===== src/rtl/avalon_mem_bridge.sv =====
// avalon_mem_bridge: CPU load/store unit to Avalon-MM slave bridge.
// Takes one byte/half/word request at a time and issues a single word-aligned Avalon
// read or write with lane byteenables. Read data is lane-extracted and sign/zero extended.
// Optional feature: define MISALIGN_TRAP_EN to trap misaligned half/word accesses
// (no bus cycle, resp_err=1). Without it, the low address bits are masked and resp_err is 0.
// Ports:
//   clk, rst_n                     clock, async active-low reset
//   req_valid/req_ready            CPU request handshake (accept on valid&&ready at posedge)
//   req_write/size/signed/addr/wdata  request attributes
//   resp_valid/resp_rdata/resp_err one-cycle completion pulse with load data / error flag
//   avm_*                          Avalon-MM master command and read data
// Latency: store resp one cycle after the acceptance edge, load resp after
// READ_CAPTURE_DELAY more edges; waitrequest stalls extend both without limit.
module avalon_mem_bridge #(
   parameter int ADDR_W             = 32,
   parameter int READ_CAPTURE_DELAY = 1
) (
   input  logic              clk,
   input  logic              rst_n,
   input  logic              req_valid,
   output logic              req_ready,
   input  logic              req_write,
   input  logic [1:0]        req_size,
   input  logic              req_signed,
   input  logic [ADDR_W-1:0] req_addr,
   input  logic [31:0]       req_wdata,
   output logic              resp_valid,
   output logic [31:0]       resp_rdata,
   output logic              resp_err,
   output logic [ADDR_W-1:0] avm_address,
   output logic              avm_read,
   output logic              avm_write,
   output logic [31:0]       avm_writedata,
   output logic [3:0]        avm_byteenable,
   input  logic              avm_waitrequest,
   input  logic [31:0]       avm_readdata
);

   typedef enum logic [2:0] {IDLE, RD, CAPT, WR, RESP} state_t;

   localparam logic [1:0] CAPT_LAST = 2'(READ_CAPTURE_DELAY - 1);

   state_t state, state_d;
   logic [1:0] cnt, cnt_d;
   logic [1:0] lane, lane_d;
   logic [1:0] size, size_d;
   logic       sign, sign_d;

   logic              req_ready_d, resp_valid_d, resp_err_d;
   logic [31:0]       resp_rdata_d, avm_writedata_d;
   logic [ADDR_W-1:0] avm_address_d;
   logic              avm_read_d, avm_write_d;
   logic [3:0]        avm_byteenable_d;

   // Request decode: size 11 behaves as a word; lane index ignores bits masked by size.
   logic [1:0]  req_size_n;
   logic [1:0]  req_lane;
   logic [3:0]  req_be;
   logic [31:0] req_wd;
   logic        misalign;

   assign req_size_n = (req_size == 2'b11) ? 2'b10 : req_size;

   always_comb begin
      req_lane = 2'b00;
      req_be   = 4'b1111;
      req_wd   = req_wdata;
      case (req_size_n)
         2'b00: begin
            req_lane = req_addr[1:0];
            req_be   = 4'b0001 << req_addr[1:0];
            req_wd   = {4{req_wdata[7:0]}};
         end
         2'b01: begin
            req_lane = {req_addr[1], 1'b0};
            req_be   = req_addr[1] ? 4'b1100 : 4'b0011;
            req_wd   = {2{req_wdata[15:0]}};
         end
         default: ;
      endcase
   end

`ifdef MISALIGN_TRAP_EN
   assign misalign = ((req_size_n == 2'b01) && req_addr[0]) ||
                     ((req_size_n == 2'b10) && (req_addr[1:0] != 2'b00));
`else
   assign misalign = 1'b0;
`endif

   // Read lane extraction from the captured word.
   logic [31:0] rd_shift;
   logic [31:0] rd_ext;

   assign rd_shift = avm_readdata >> {lane, 3'b000};

   always_comb begin
      rd_ext = rd_shift;
      case (size)
         2'b00:   rd_ext = {{24{sign & rd_shift[7]}},  rd_shift[7:0]};
         2'b01:   rd_ext = {{16{sign & rd_shift[15]}}, rd_shift[15:0]};
         default: ;
      endcase
   end

   always_ff @(posedge clk or negedge rst_n) begin
      if (!rst_n) begin
         state          <= IDLE;
         cnt            <= 2'd0;
         lane           <= 2'd0;
         size           <= 2'd0;
         sign           <= 1'b0;
         req_ready      <= 1'b1;
         resp_valid     <= 1'b0;
         resp_rdata     <= 32'd0;
         resp_err       <= 1'b0;
         avm_address    <= '0;
         avm_read       <= 1'b0;
         avm_write      <= 1'b0;
         avm_writedata  <= 32'd0;
         avm_byteenable <= 4'd0;
      end else begin
         state          <= state_d;
         cnt            <= cnt_d;
         lane           <= lane_d;
         size           <= size_d;
         sign           <= sign_d;
         req_ready      <= req_ready_d;
         resp_valid     <= resp_valid_d;
         resp_rdata     <= resp_rdata_d;
         resp_err       <= resp_err_d;
         avm_address    <= avm_address_d;
         avm_read       <= avm_read_d;
         avm_write      <= avm_write_d;
         avm_writedata  <= avm_writedata_d;
         avm_byteenable <= avm_byteenable_d;
      end
   end

   // Next-state and next-output logic; outputs are registered one edge later.
   always_comb begin
      state_d          = state;
      cnt_d            = cnt;
      lane_d           = lane;
      size_d           = size;
      sign_d           = sign;
      req_ready_d      = req_ready;
      resp_valid_d     = 1'b0;
      resp_rdata_d     = resp_rdata;
      resp_err_d       = resp_err;
      avm_address_d    = avm_address;
      avm_read_d       = avm_read;
      avm_write_d      = avm_write;
      avm_writedata_d  = avm_writedata;
      avm_byteenable_d = avm_byteenable;

      case (state)
         IDLE: begin
            req_ready_d = 1'b1;
            if (req_valid && req_ready) begin
               req_ready_d = 1'b0;
               lane_d      = req_lane;
               size_d      = req_size_n;
               sign_d      = req_signed;
               if (misalign) begin
                  // Trapped access: straight to the response, no bus cycle.
                  state_d      = RESP;
                  resp_valid_d = 1'b1;
                  resp_err_d   = 1'b1;
                  resp_rdata_d = 32'd0;
               end else begin
                  avm_address_d    = {req_addr[ADDR_W-1:2], 2'b00};
                  avm_byteenable_d = req_be;
                  avm_writedata_d  = req_wd;
                  avm_read_d       = ~req_write;
                  avm_write_d      = req_write;
                  state_d          = req_write ? WR : RD;
               end
            end
         end
         RD: begin
            if (!avm_waitrequest) begin
               avm_read_d = 1'b0;
               cnt_d      = 2'd0;
               state_d    = CAPT;
            end
         end
         CAPT: begin
            // The slave presents readdata after accepting, so sampling is deferred.
            if (cnt == CAPT_LAST) begin
               resp_rdata_d = rd_ext;
               resp_err_d   = 1'b0;
               resp_valid_d = 1'b1;
               state_d      = RESP;
            end else begin
               cnt_d = cnt + 2'd1;
            end
         end
         WR: begin
            if (!avm_waitrequest) begin
               avm_write_d  = 1'b0;
               resp_rdata_d = 32'd0;
               resp_err_d   = 1'b0;
               resp_valid_d = 1'b1;
               state_d      = RESP;
            end
         end
         RESP: begin
            req_ready_d = 1'b1;
            state_d     = IDLE;
         end
         default: state_d = IDLE;
      endcase
   end

endmodule


===== config.mk =====
export PLATFORM = sky130hd
export DESIGN_NAME = avalon_mem_bridge
export DESIGN_NICKNAME = d
export VERILOG_FILES = /design/src/rtl/avalon_mem_bridge.sv
export SDC_FILE = /design/constraint.sdc
export NUM_CORES = 1
export LEC_CHECK = 0
export CELL_PAD_IN_SITES_DETAIL_PLACEMENT = 0
export CELL_PAD_IN_SITES_GLOBAL_PLACEMENT = 1
export CORE_MARGIN = 2
export CORE_UTILIZATION = 37
export CTS_BUF_LIST = sky130_fd_sc_hd__clkbuf_4
export DETAILED_ROUTE_END_ITERATION = 6
export PLACE_DENSITY_LB_ADDON = 0.1
export SYNTH_ARGS = -nofsm -noshare
export SYNTH_HDL_FRONTEND = slang
export SYNTH_SLANG_ARGS = --single-unit
export TNS_END_PERCENT = 30

===== constraint.sdc =====
create_clock -name clk -period 4.7 [get_ports clk]
set_input_delay 0.47 -clock clk [delete_from_list [all_inputs] [get_ports clk]]
set_output_delay 0.47 -clock clk [all_outputs]
set_load 0.005 [all_outputs]

**After elaboration in Yosys (flattened, before gate mapping)**

Cells that the tools add are included.

- Flip-flop bits (word level): 113
- Logic and storage cells: 78

- Add/sub/neg operators: 1
- Equality and inequality tests: 12
- Shift-type cells: 2
- Muxes and demuxes: 30
- Bitwise gates (word level): 3
- Reduce and logical (&&, ||, !) cells: 16

Operators with widths:

| cell | number |
|---|---|
| 32-bit one-hot mux with 2 select lines | 3 |
| 32-bit two-way mux | 2 |
| 32-bit by 5-bit >> shifter with 32-bit output | 1 |
| 3-bit two-way mux | 4 |
| 3-bit one-hot mux with 4 select lines | 1 |
| 3-bit AND reduction | 4 |
| 2-bit != test, second input constant | 5 |
| 1-bit one-hot mux with 2 select lines | 5 |
| 2-bit nonzero test | 5 |
| 2-bit two-way mux | 4 |
| 2-bit one-hot mux with 2 select lines | 2 |
| 4-bit one-hot mux with 2 select lines | 1 |
| 1-bit two-way mux | 7 |
| 3-bit by 2-bit == test with 1-bit output, second input constant | 2 |
| 2-bit logical NOT | 3 |
| 2-bit by 1-bit == test with 1-bit output, second input constant | 2 |
| 4-bit two-way mux | 1 |
| 4-bit AND reduction | 1 |
| 1-bit by 2-bit left shift with 4-bit output, first input constant | 1 |
| 3-bit by 1-bit == test with 1-bit output, second input constant | 1 |
| 3-bit == test, second input constant | 1 |
| 3-bit logical NOT | 1 |
| 2-bit by 1-bit adder with 2-bit output, second input constant | 1 |
| 1-bit AND | 2 |
| 4 further kinds | 4 |

**Longest topological paths before layout**

Gate-level depths: netlist of the first run.

- Word-level depth: 5
- Mapped depth: 8

**Worst setup path before layout of the first run**

OpenSTA, ideal clock, no wires.

- Path type: reg-to-reg
- From: reg lane[1]
- To: reg resp_rdata[16]
- Library setup time: 0.126 ns
- Arrival: 1.594 ns
- Data required time: 4.574 ns
- Setup slack: 2.980 ns
- Cell stages (with the launch flop): 6
- Cell sequence: dfrtp_1 buf_6 mux4_2 o211a_4 buf_6 a221o_1

- Cells in the longest elaborated chain, start to end: 5
- Elaborated cells between the ends (all ways): 6
- Classes of those cells: shift (1); mux (3); bitwise (2)

Ends and longest elaborated chain:

| element | line | source |
|---|---|---|
| start, declared | 45 | `logic [1:0] lane, lane_d;` |
| start signal, assigned | 124 | `lane <= lane_d;` |
| 32-bit by 5-bit >> shifter with 32-bit output (*) | 94 | `assign rd_shift = avm_readdata >> {lane, 3'b000};` |
| 1-bit AND, on equally long branches | 100, 99 |  |
| 32-bit one-hot mux with 2 select lines (*) | 98 | `case (size)` |
| 32-bit two-way mux (*) | 189 | `if (cnt == CAPT_LAST) begin` |
| 32-bit one-hot mux with 2 select lines (*) | 156 | `case (state)` |
| end signal, assigned | 129 | `resp_rdata <= resp_rdata_d;` |
| end, declared | 28 | `output logic [31:0] resp_rdata,` |

Mark *: on every way between the ends. The rest lies on a longest branch, timed or not. The select of a mux whose other input is x is not followed.
A chain may end at the register's enable or synchronous reset.

**Worst setup path in the final report of the first run**

- From: reg cnt[0]
- To: reg resp_rdata[31]

- Cells in the longest elaborated chain, start to end: 3

Ends and longest elaborated chain:

| element | line | source |
|---|---|---|
| start, declared | 44 | `logic [1:0] cnt, cnt_d;` |
| start signal, assigned | 123 | `cnt <= cnt_d;` |
| 2-bit logical NOT | 189 |  |
| 2-bit != test (no line) | - |  |
| 3-bit AND reduction (no line) | - |  |

Every way passes these cells.

==> flow_results.xml, run 1 <==
<?xml version="1.0" encoding="UTF-8"?>
<metrics>
  <group name="yosys">
    <metric name="synth.yosys.seq_area_share" unit="%">54.1</metric>
    <metric name="synth_edf_count" unit="">0</metric>
    <metric name="synthCells" unit="">444</metric>
    <metric name="synth_compound_gate_area_share" unit="%">13.7</metric>
    <metric name="synth_simple_gate_area_share" unit="%">8.21</metric>
    <metric name="ys_top_cells_by_count" unit="">dfrtp_1, mux2_2, mux2i_1</metric>
    <metric name="synth-xor-area-share" unit="%">0</metric>
    <metric name="synth.lib_cells_used.distinct" unit="">40</metric>
    <metric name="synth.largest_area_cell" unit="">dfrtp_1</metric>
    <metric name="synth_fa_ha_area_share" unit="%">0.241</metric>
    <metric name="synthMuxAreaShare" unit="%">19.7</metric>
    <metric name="dominantRegCellSynth" unit="">dfrtp_1</metric>
    <metric name="synth.cell_area" unit="mm²">0.00518</metric>
    <metric name="synth-seq-cells" unit="">112</metric>
    <metric name="yosysMostFrequentCell" unit="">dfrtp_1</metric>
    <metric name="synthDominantCellAreaShare" unit="%">53.6</metric>
    <metric name="syn-mean-instance-area" unit="µm²">11.7</metric>
    <metric name="synth_area_leaders" unit="">dfrtp_1, mux2_2, mux2i_1</metric>
    <metric name="ys.warnings.count" unit="">0</metric>
    <metric name="async_reset_ff_share" unit="%">100</metric>
    <metric name="combinational_family_with_the_most_area_after_synthesis" unit="">multiplexers</metric>
  </group>
  <group name="timing">
    <metric name="fmax" unit="MHz">395</metric>
    <metric name="timing.max_slew.rel_slack" unit="%">28.4</metric>
    <metric name="final-max-slew-violation-count" unit="">0</metric>
    <metric name="finalClockSkew" unit="ns">0.0184</metric>
    <metric name="final_setup_violations" unit="">0</metric>
    <metric name="setup-tns-final" unit="ns">0</metric>
    <metric name="final.period_utilization" unit="%">53.8</metric>
    <metric name="unrepaired_setup_endpoints_after_global_routing" unit="">false</metric>
    <metric name="final_period_minus_worst_setup_slack" unit="ns">2.53</metric>
    <metric name="hold_vio_cnt_final" unit="">0</metric>
    <metric name="timing_worst_slew_pin_value" unit="ns">1.07</metric>
  </group>
  <group name="detailed_routing">
    <metric name="wirelength" unit="µm">13800</metric>
    <metric name="dr.pass1.iters" unit="">5</metric>
    <metric name="avgViaCountPerCell" unit="">5.02</metric>
    <metric name="postRouteAntennaNets" unit="">0</metric>
    <metric name="drt_iter0_markers" unit="">201</metric>
    <metric name="post_drt_wl_per_cell" unit="µm">16.9</metric>
    <metric name="drc" unit="">0</metric>
    <metric name="dr_total_vias" unit="">4092</metric>
  </group>
  <group name="clocking">
    <metric name="clock_tree_buffer_depth" unit="">2</metric>
    <metric name="cts.reportedPaths.clkPinSlew" unit="ns">0.19</metric>
    <metric name="cts_hold_buf" unit="">0</metric>
    <metric name="tritoncts_clock_tree" unit="">yes</metric>
    <metric name="cts_root_buffer" unit="">clkbuf_4</metric>
    <metric name="cts_htree_levels" unit="">3</metric>
    <metric name="clock_sinks" unit="">112</metric>
    <metric name="cts_resized" unit="">0</metric>
    <metric name="worst_skew_pair.late_latency" unit="ns">0.49</metric>
    <metric name="post-cts-setup-buffers" unit="">0</metric>
    <metric name="tritoncts.num_buffers" unit="">9</metric>
  </group>
  <group name="worst_setup_path">
    <metric name="timing_worst_setup_path_type" unit="">flip-flop to flip-flop</metric>
    <metric name="worst-r2r-cell-count" unit="">7</metric>
    <metric name="worstPathRequired" unit="ns">5.13</metric>
    <metric name="r2r_start" unit="">cnt[0]$_DFFE_PN0P_</metric>
    <metric name="timing.critical_path.cells" unit="">inv_1 &gt; ha_1 &gt; nand4bb_1 &gt; buf_4 &gt; nor3b_4 &gt; nor2b_1 &gt; a221o_1</metric>
    <metric name="cp_data_arrival_time" unit="ns">2.96</metric>
    <metric name="crit-reg2reg-capture" unit="">resp_rdata[31]$_DFFE_PN0P_</metric>
    <metric name="cp_slowest_cell" unit="">nor2b_1</metric>
    <metric name="rrSetupSlack" unit="ns">2.17</metric>
    <metric name="worst_path_largest_cell_delay" unit="ns">0.69</metric>
    <metric name="worst_setup_path_start_kind" unit="">flip-flop</metric>
    <metric name="crit_path_launch" unit="">cnt[0]$_DFFE_PN0P_</metric>
    <metric name="setup.worst_path.end_class" unit="">flip-flop</metric>
    <metric name="critPathMaxFanout" unit="">18</metric>
  </group>
  <group name="power">
    <metric name="power.static_leakage" unit="nW">3.12</metric>
    <metric name="combPwrFrac" unit="%">50.8</metric>
    <metric name="p_int" unit="W">0.00283</metric>
    <metric name="sequential_group_share_of_total_power" unit="%">38.3</metric>
    <metric name="report.power.total" unit="W">0.00432</metric>
    <metric name="vdd.ir_drop.worst" unit="µV">270</metric>
    <metric name="power.share.clock" unit="%">10.9</metric>
    <metric name="cellPowerDensity" unit="mW/mm²">578</metric>
    <metric name="p_sw_share" unit="%">34.4</metric>
    <metric name="power_switching" unit="W">0.00148</metric>
  </group>
  <group name="global_route">
    <metric name="grt.total_usage" unit="%">18.8</metric>
    <metric name="grt_pass1_wl" unit="µm">21900</metric>
    <metric name="maximum_number_of_pins_on_one_net_before_global_route_repair" unit="">103</metric>
    <metric name="antenna_found_initial" unit="">1</metric>
    <metric name="gr-total-overflow" unit="">0</metric>
    <metric name="via_count_of_the_first_global_routing_pass" unit="">4157</metric>
  </group>
  <group name="placed_design">
    <metric name="placement.io_buffers" unit="">205</metric>
    <metric name="detailed_place_hpwl" unit="µm">9580</metric>
    <metric name="dpl-instance-area" unit="mm²">0.00733</metric>
    <metric name="gp_routability_congestion" unit="">0.752</metric>
  </group>
  <group name="layout">
    <metric name="final-seq-area" unit="mm²">0.00280</metric>
    <metric name="design.final.nets" unit="">735</metric>
    <metric name="layout-drive-gt1-share" unit="%">12.6</metric>
    <metric name="layout.filler_cells" unit="">1277</metric>
    <metric name="final_design_area_no_fill" unit="mm²">0.00747</metric>
    <metric name="multi_input_area" unit="mm²">0.00219</metric>
    <metric name="area_growth" unit="%">44.1</metric>
    <metric name="antenna_cells_inserted" unit="">0</metric>
  </group>
  <group name="hold_path">
    <metric name="hold_path.class" unit="">input port to async pin</metric>
  </group>
  <group name="floorplan">
    <metric name="floorplan.die_area" unit="mm²">0.0150</metric>
    <metric name="boundary_pin_count" unit="">209</metric>
    <metric name="floorplan.die.width" unit="µm">122</metric>
    <metric name="design.core.area" unit="mm²">0.0138</metric>
    <metric name="die_height" unit="µm">122</metric>
    <metric name="rows" unit="">43</metric>
    <metric name="initial_core_utilization" unit="%">37.6</metric>
  </group>
  <group name="flow_run">
    <metric name="max_cap_viol_count" unit="">0</metric>
  </group>
  <group name="run_status">
    <metric name="outcome" unit="">complete, no violations</metric>
  </group>
</metrics>
[metal layers]
metal | track usage (%) | up-vias | wire [µm]
met5 | 0 | - | 13
met4 | 4.38 | 2 | 180
li1 | - | 1964 | -
met2 | 29.8 | 119 | 6570
met1 | 24.0 | 1995 | 5860
met3 | 7.71 | 12 | 1190
[placed cells by master, fill, tap and decap left out, types with 7 or more instances in the layout]
cell type        instances
a21oi_1                 27
dfrtp_1                111
mux2i_1                 41
clkbuf_4                 9
nor2_1                  23
a221o_1                 16
o2bb2ai_1               15
nand3b_1                10
o21ai_0                 37
clkdlybuf4s50_1        204
mux2_2                  50
buf_4                    7
nand2_1                 34
[flip-flops by register name, summed over array words and instances, names as in the netlist]
signal / count
avm_writedata: 32
resp_rdata: 32
avm_address: 30
avm_byteenable: 4
state: 3
cnt: 2
lane: 2
size: 2
avm_read: 1
avm_write: 1
req_ready: 1
resp_valid: 1
sign: 1
[cell families (layout without fill, tap and decap cells)]
kind of cell	Yosys count	after routing
multiplexers	93	93
flip-flops	112	112
AND/OR/NAND/NOR	86	86
AO/OA/AOI/OAI	107	107
adder cells (fa/ha/maj)	1	1
other	1	3
buffers and inverters	44	233
[stage by stage]
step,util (%),setup WS [ns],std cells,hold WS (ns)
after floorplan,-,2.98,446,0.174
after global placement,53.2,1.94,799,0.464
after detailed placement,53.2,1.94,799,0.473
after CTS,54.2,2.15,815,0.0889
after global routing,54.2,2.01,815,0.0989
final,54.2,2.17,815,0.0849
[power groups by stage]
stage | Combinational [W] | Sequential [W] | Clock, W
after floorplan | 0.00108 | 0.00167 | 0
after global placement | 0.00220 | 0.00166 | 0
after detailed placement | 0.00222 | 0.00167 | 0
after CTS | 0.00223 | 0.00166 | 0.000494
after global routing | 0.00240 | 0.00171 | 0.000530
final | 0.00219 | 0.00165 | 0.000472
[how the worst max path moves through the flow]
stage,cells after the start,slack [ns],end
finish,7,2.17,resp_rdata[31]$_DFFE_PN0P_
detailed placement,5,1.94,avm_byteenable[0]$_DFFE_PN0P_
floorplan,5,2.98,resp_rdata[16]$_DFFE_PN0P_
global placement,5,1.94,avm_byteenable[0]$_DFFE_PN0P_
CTS,7,2.15,resp_rdata[31]$_DFFE_PN0P_
global route,7,2.01,resp_rdata[30]$_DFFE_PN0P_
[critical path, delay by kind of cell (launching register included)]
kind / cells / cell delay, ns
AND/OR/NAND/NOR: 3 / 1.31
buffers and inverters: 2 / 0.29
AO/OA/AOI/OAI: 1 / 0.26
adder cells (fa/ha/maj): 1 / 0.18
flip-flops: 1 / 0.43
[final cells by class]
class,instances,area share (%)
flip-flops and latches,112,37.6
multi-input cells,290,29.3
repair buffers,211,28.1
well taps,180,3.02
clock buffers,9,0.905
clock inverters,7,0.888
inverters,6,0.302
No activity file was read; power rests on OpenSTA's default activity.
==> run 2: changes to the inputs <==
--- a/config.mk
+++ b/config.mk
@@ -8,7 +8,7 @@
 export CELL_PAD_IN_SITES_DETAIL_PLACEMENT = 0
 export CELL_PAD_IN_SITES_GLOBAL_PLACEMENT = 1
 export CORE_MARGIN = 2
-export CORE_UTILIZATION = 37
+export CORE_UTILIZATION = 31
 export CTS_BUF_LIST = sky130_fd_sc_hd__clkbuf_4
 export DETAILED_ROUTE_END_ITERATION = 6
 export PLACE_DENSITY_LB_ADDON = 0.1
==> constraint.sdc (replaced) <==
create_clock -name clk -period 2.2 [get_ports clk]
set_input_delay 0.22 -clock clk [delete_from_list [all_inputs] [get_ports clk]]
set_output_delay 0.22 -clock clk [all_outputs]
set_load 0.005 [all_outputs]
==> run 2 against run 1 <==
Count of clock-buffer cells in the layout up 3. Clock skew rose by 0.0057 ns. First-iteration DRC count increased by 15%. Non-clock buffer count up 16. Routed wire length rose by 5.6%. Worst hold slack improved by 0.17 ns. Flip-flop and latch count is the same. Maximum frequency grew 39%. Global-route usage is 1.8 points lower. Register-to-register slack lost 1.8 ns. Sequential power grew 120%. Critical endpoint is now resp_rdata[25]$_DFFE_PN0P_. Highest routed layer is now met4.
==> flow_results.xml, run 2 (synthesis gave the netlist of run 1 again) <==
<?xml version="1.0" encoding="UTF-8"?>
<metrics>
  <group name="run_status">
    <metric name="outcome" unit="">complete, no violations</metric>
  </group>
  <group name="power">
    <metric name="power.share.clock" unit="%">11.2</metric>
    <metric name="vdd.ir_drop.worst" unit="µV">558</metric>
    <metric name="p_int" unit="W">0.00636</metric>
    <metric name="combPwrFrac" unit="%">51.4</metric>
    <metric name="cellPowerDensity" unit="mW/mm²">1240</metric>
    <metric name="sequential_group_share_of_total_power" unit="%">37.3</metric>
    <metric name="power.static_leakage" unit="nW">3.23</metric>
    <metric name="power_switching" unit="W">0.00319</metric>
    <metric name="p_sw_share" unit="%">33.4</metric>
  </group>
  <group name="detailed_routing">
    <metric name="dr_total_vias" unit="">4150</metric>
    <metric name="avgViaCountPerCell" unit="">4.76</metric>
    <metric name="drc" unit="">0</metric>
    <metric name="post_drt_wl_per_cell" unit="µm">16.7</metric>
    <metric name="dr.pass1.iters" unit="">6</metric>
    <metric name="postRouteAntennaNets" unit="">0</metric>
    <metric name="wirelength" unit="µm">14600</metric>
    <metric name="drt_iter0_markers" unit="">231</metric>
  </group>
  <group name="worst_setup_path">
    <metric name="critPathMaxFanout" unit="">6</metric>
    <metric name="worstPathRequired" unit="ns">2.63</metric>
    <metric name="r2r_start" unit="">cnt[1]$_DFFE_PN0P_</metric>
    <metric name="rrSetupSlack" unit="ns">0.38</metric>
    <metric name="worst-r2r-cell-count" unit="">7</metric>
    <metric name="setup.worst_path.end_class" unit="">flip-flop</metric>
    <metric name="crit-reg2reg-capture" unit="">resp_rdata[25]$_DFFE_PN0P_</metric>
    <metric name="worst_setup_path_start_kind" unit="">flip-flop</metric>
    <metric name="timing_worst_setup_path_type" unit="">flip-flop to flip-flop</metric>
    <metric name="cp_data_arrival_time" unit="ns">2.25</metric>
  </group>
  <group name="floorplan">
    <metric name="floorplan.die.width" unit="µm">133</metric>
    <metric name="initial_core_utilization" unit="%">31.5</metric>
    <metric name="boundary_pin_count" unit="">209</metric>
    <metric name="rows" unit="">47</metric>
    <metric name="design.core.area" unit="mm²">0.0165</metric>
    <metric name="floorplan.die_area" unit="mm²">0.0178</metric>
    <metric name="die_height" unit="µm">133</metric>
  </group>
  <group name="placed_design">
    <metric name="detailed_place_hpwl" unit="µm">11000</metric>
    <metric name="placement.io_buffers" unit="">205</metric>
    <metric name="dp_worst_setup_slack" unit="ns">0.216</metric>
    <metric name="gp_routability_congestion" unit="">0.745</metric>
  </group>
  <group name="layout">
    <metric name="layout-drive-gt1-share" unit="%">14.6</metric>
    <metric name="design.final.nets" unit="">751</metric>
    <metric name="final_common_cell" unit="">clkdlybuf4s50_1</metric>
    <metric name="layout.filler_cells" unit="">1570</metric>
    <metric name="area_growth" unit="%">48.9</metric>
    <metric name="biggestRegsByFlops" unit="">avm_writedata: 32 flops, resp_rdata: 32 flops, avm_address: 30 flops</metric>
    <metric name="mostFrequentLayoutCells" unit="">clkdlybuf4s50_1, dfrtp_1, mux2_2</metric>
  </group>
  <group name="global_route">
    <metric name="via_count_of_the_first_global_routing_pass" unit="">4254</metric>
    <metric name="maximum_number_of_pins_on_one_net_before_global_route_repair" unit="">44</metric>
    <metric name="gr-total-overflow" unit="">0</metric>
    <metric name="antenna_found_initial" unit="">2</metric>
    <metric name="grt.total_usage" unit="%">17.0</metric>
    <metric name="grt_pass1_wl" unit="µm">23600</metric>
  </group>
  <group name="hold_path">
    <metric name="hold_path.class" unit="">input port to async pin</metric>
  </group>
  <group name="timing">
    <metric name="final_period_minus_worst_setup_slack" unit="ns">1.82</metric>
    <metric name="hold-worst-slack" unit="ns">0.250</metric>
    <metric name="timing.max_slew.rel_slack" unit="%">61.3</metric>
    <metric name="final-max-slew-violation-count" unit="">0</metric>
    <metric name="timing_worst_slew_pin_value" unit="ns">0.581</metric>
    <metric name="fmax" unit="MHz">550</metric>
    <metric name="setup-tns-final" unit="ns">0</metric>
    <metric name="hold_vio_cnt_final" unit="">0</metric>
    <metric name="final_setup_violations" unit="">0</metric>
    <metric name="post-route-worst-setup-slack" unit="ns">0.383</metric>
    <metric name="finalClockSkew" unit="ns">0.0241</metric>
    <metric name="final.period_utilization" unit="%">82.6</metric>
    <metric name="unrepaired_setup_endpoints_after_global_routing" unit="">false</metric>
  </group>
  <group name="clocking">
    <metric name="cts_hold_buf" unit="">1</metric>
    <metric name="cts_root_buffer" unit="">clkbuf_4</metric>
    <metric name="cts_htree_levels" unit="">3</metric>
    <metric name="cts.reportedPaths.clkPinSlew" unit="ns">0.17</metric>
    <metric name="post-cts-setup-buffers" unit="">0</metric>
    <metric name="tritoncts_clock_tree" unit="">yes</metric>
    <metric name="worst_skew_pair.late_latency" unit="ns">0.48</metric>
    <metric name="cts_resized" unit="">0</metric>
    <metric name="tritoncts.num_buffers" unit="">9</metric>
    <metric name="clock_sinks" unit="">112</metric>
    <metric name="clock_tree_buffer_depth" unit="">2</metric>
  </group>
  <group name="flow_run">
    <metric name="max_cap_viol_count" unit="">0</metric>
  </group>
</metrics>
-- run 2: changes by cell type in the layout (fill, tap and decap cells not counted) --
cell / change
diode_2: +1
bufinv_16: +1
dlygate4sd3_1: +1
buf_4: +10
clkbuf_4: +3
buf_12: +5
inv_6: -2
clkinvlp_4: -1
clkinv_8: -1
-- run 2: per-stage QoR --
| step | util (%) | total power, W | cell area, µm² | cells |
|---|---|---|---|---|
| global placement | 45.9 | 0.00850 | 7560 | 854 |
| floorplan | - | 0.00587 | 5190 | 446 |
| finish | 46.9 | 0.00954 | 7710 | 872 |
| CTS | 46.8 | 0.00971 | 7710 | 871 |
| global route | 46.9 | 0.0103 | 7710 | 872 |
| detailed placement | 45.9 | 0.00860 | 7560 | 854 |
-- run 2: critical path, stage by stage (launching register included) --
cell,delay (ns)
dfrtp_1,0.39
inv_1,0.08
ha_1,0.19
nand4bb_1,0.26
nor3b_4,0.26
nor2b_1,0.25
buf_4,0.20
a221o_1,0.15
-- run 2: cell type report --
cell class	count	area [µm²]	share of cell area, %
well taps	220	275	3.57
clock buffers	12	90.1	1.17
repair buffers	227	2280	29.5
flip-flops and latches	112	2800	36.3
inverters	6	22.5	0.292
diodes	1	2.50	0.0324
multi-input cells	290	2190	28.3
clock inverters	4	55.1	0.714
-- run 2: routing by layer --
metal / GRT usage [%] / wire, µm / up-vias / share of wire, %
met5: 0 / 0 / - / 0
met4: 5.97 / 245 / 0 / 1.7
met3: 5.75 / 1130 / 17 / 7.8
met2: 26.3 / 6810 / 140 / 47
met1: 22.3 / 6390 / 1993 / 44
li1: - / - / 2000 / -
-- run 2: how the worst max path moves through the flow --
| stage | from | end | cells after the start |
|---|---|---|---|
| 5_1_grt | cnt[1]$_DFFE_PN0P_ | resp_rdata[25]$_DFFE_PN0P_ | 7 |
| 4_1_cts | req_ready$_DFFE_PN1P_ | req_ready | 1 |
| 3_5_place_dp | avm_readdata[31] | resp_rdata[21]$_DFFE_PN0P_ | 4 |
| 2_1_floorplan | lane[1]$_DFFE_PN0P_ | resp_rdata[16]$_DFFE_PN0P_ | 5 |
| 3_3_place_gp | avm_readdata[31] | resp_rdata[19]$_DFFE_PN0P_ | 4 |
| 6_report | cnt[1]$_DFFE_PN0P_ | resp_rdata[25]$_DFFE_PN0P_ | 7 |
-- run 2: power groups by stage --
stage / registers, W / clock network [W] / logic [W]
finish: 0.00356 / 0.00107 / 0.00491
global route: 0.00370 / 0.00122 / 0.00538
CTS: 0.00358 / 0.00113 / 0.00500
detailed placement: 0.00361 / 0 / 0.00499
global placement: 0.00359 / 0 / 0.00491
floorplan: 0.00357 / 0 / 0.00230
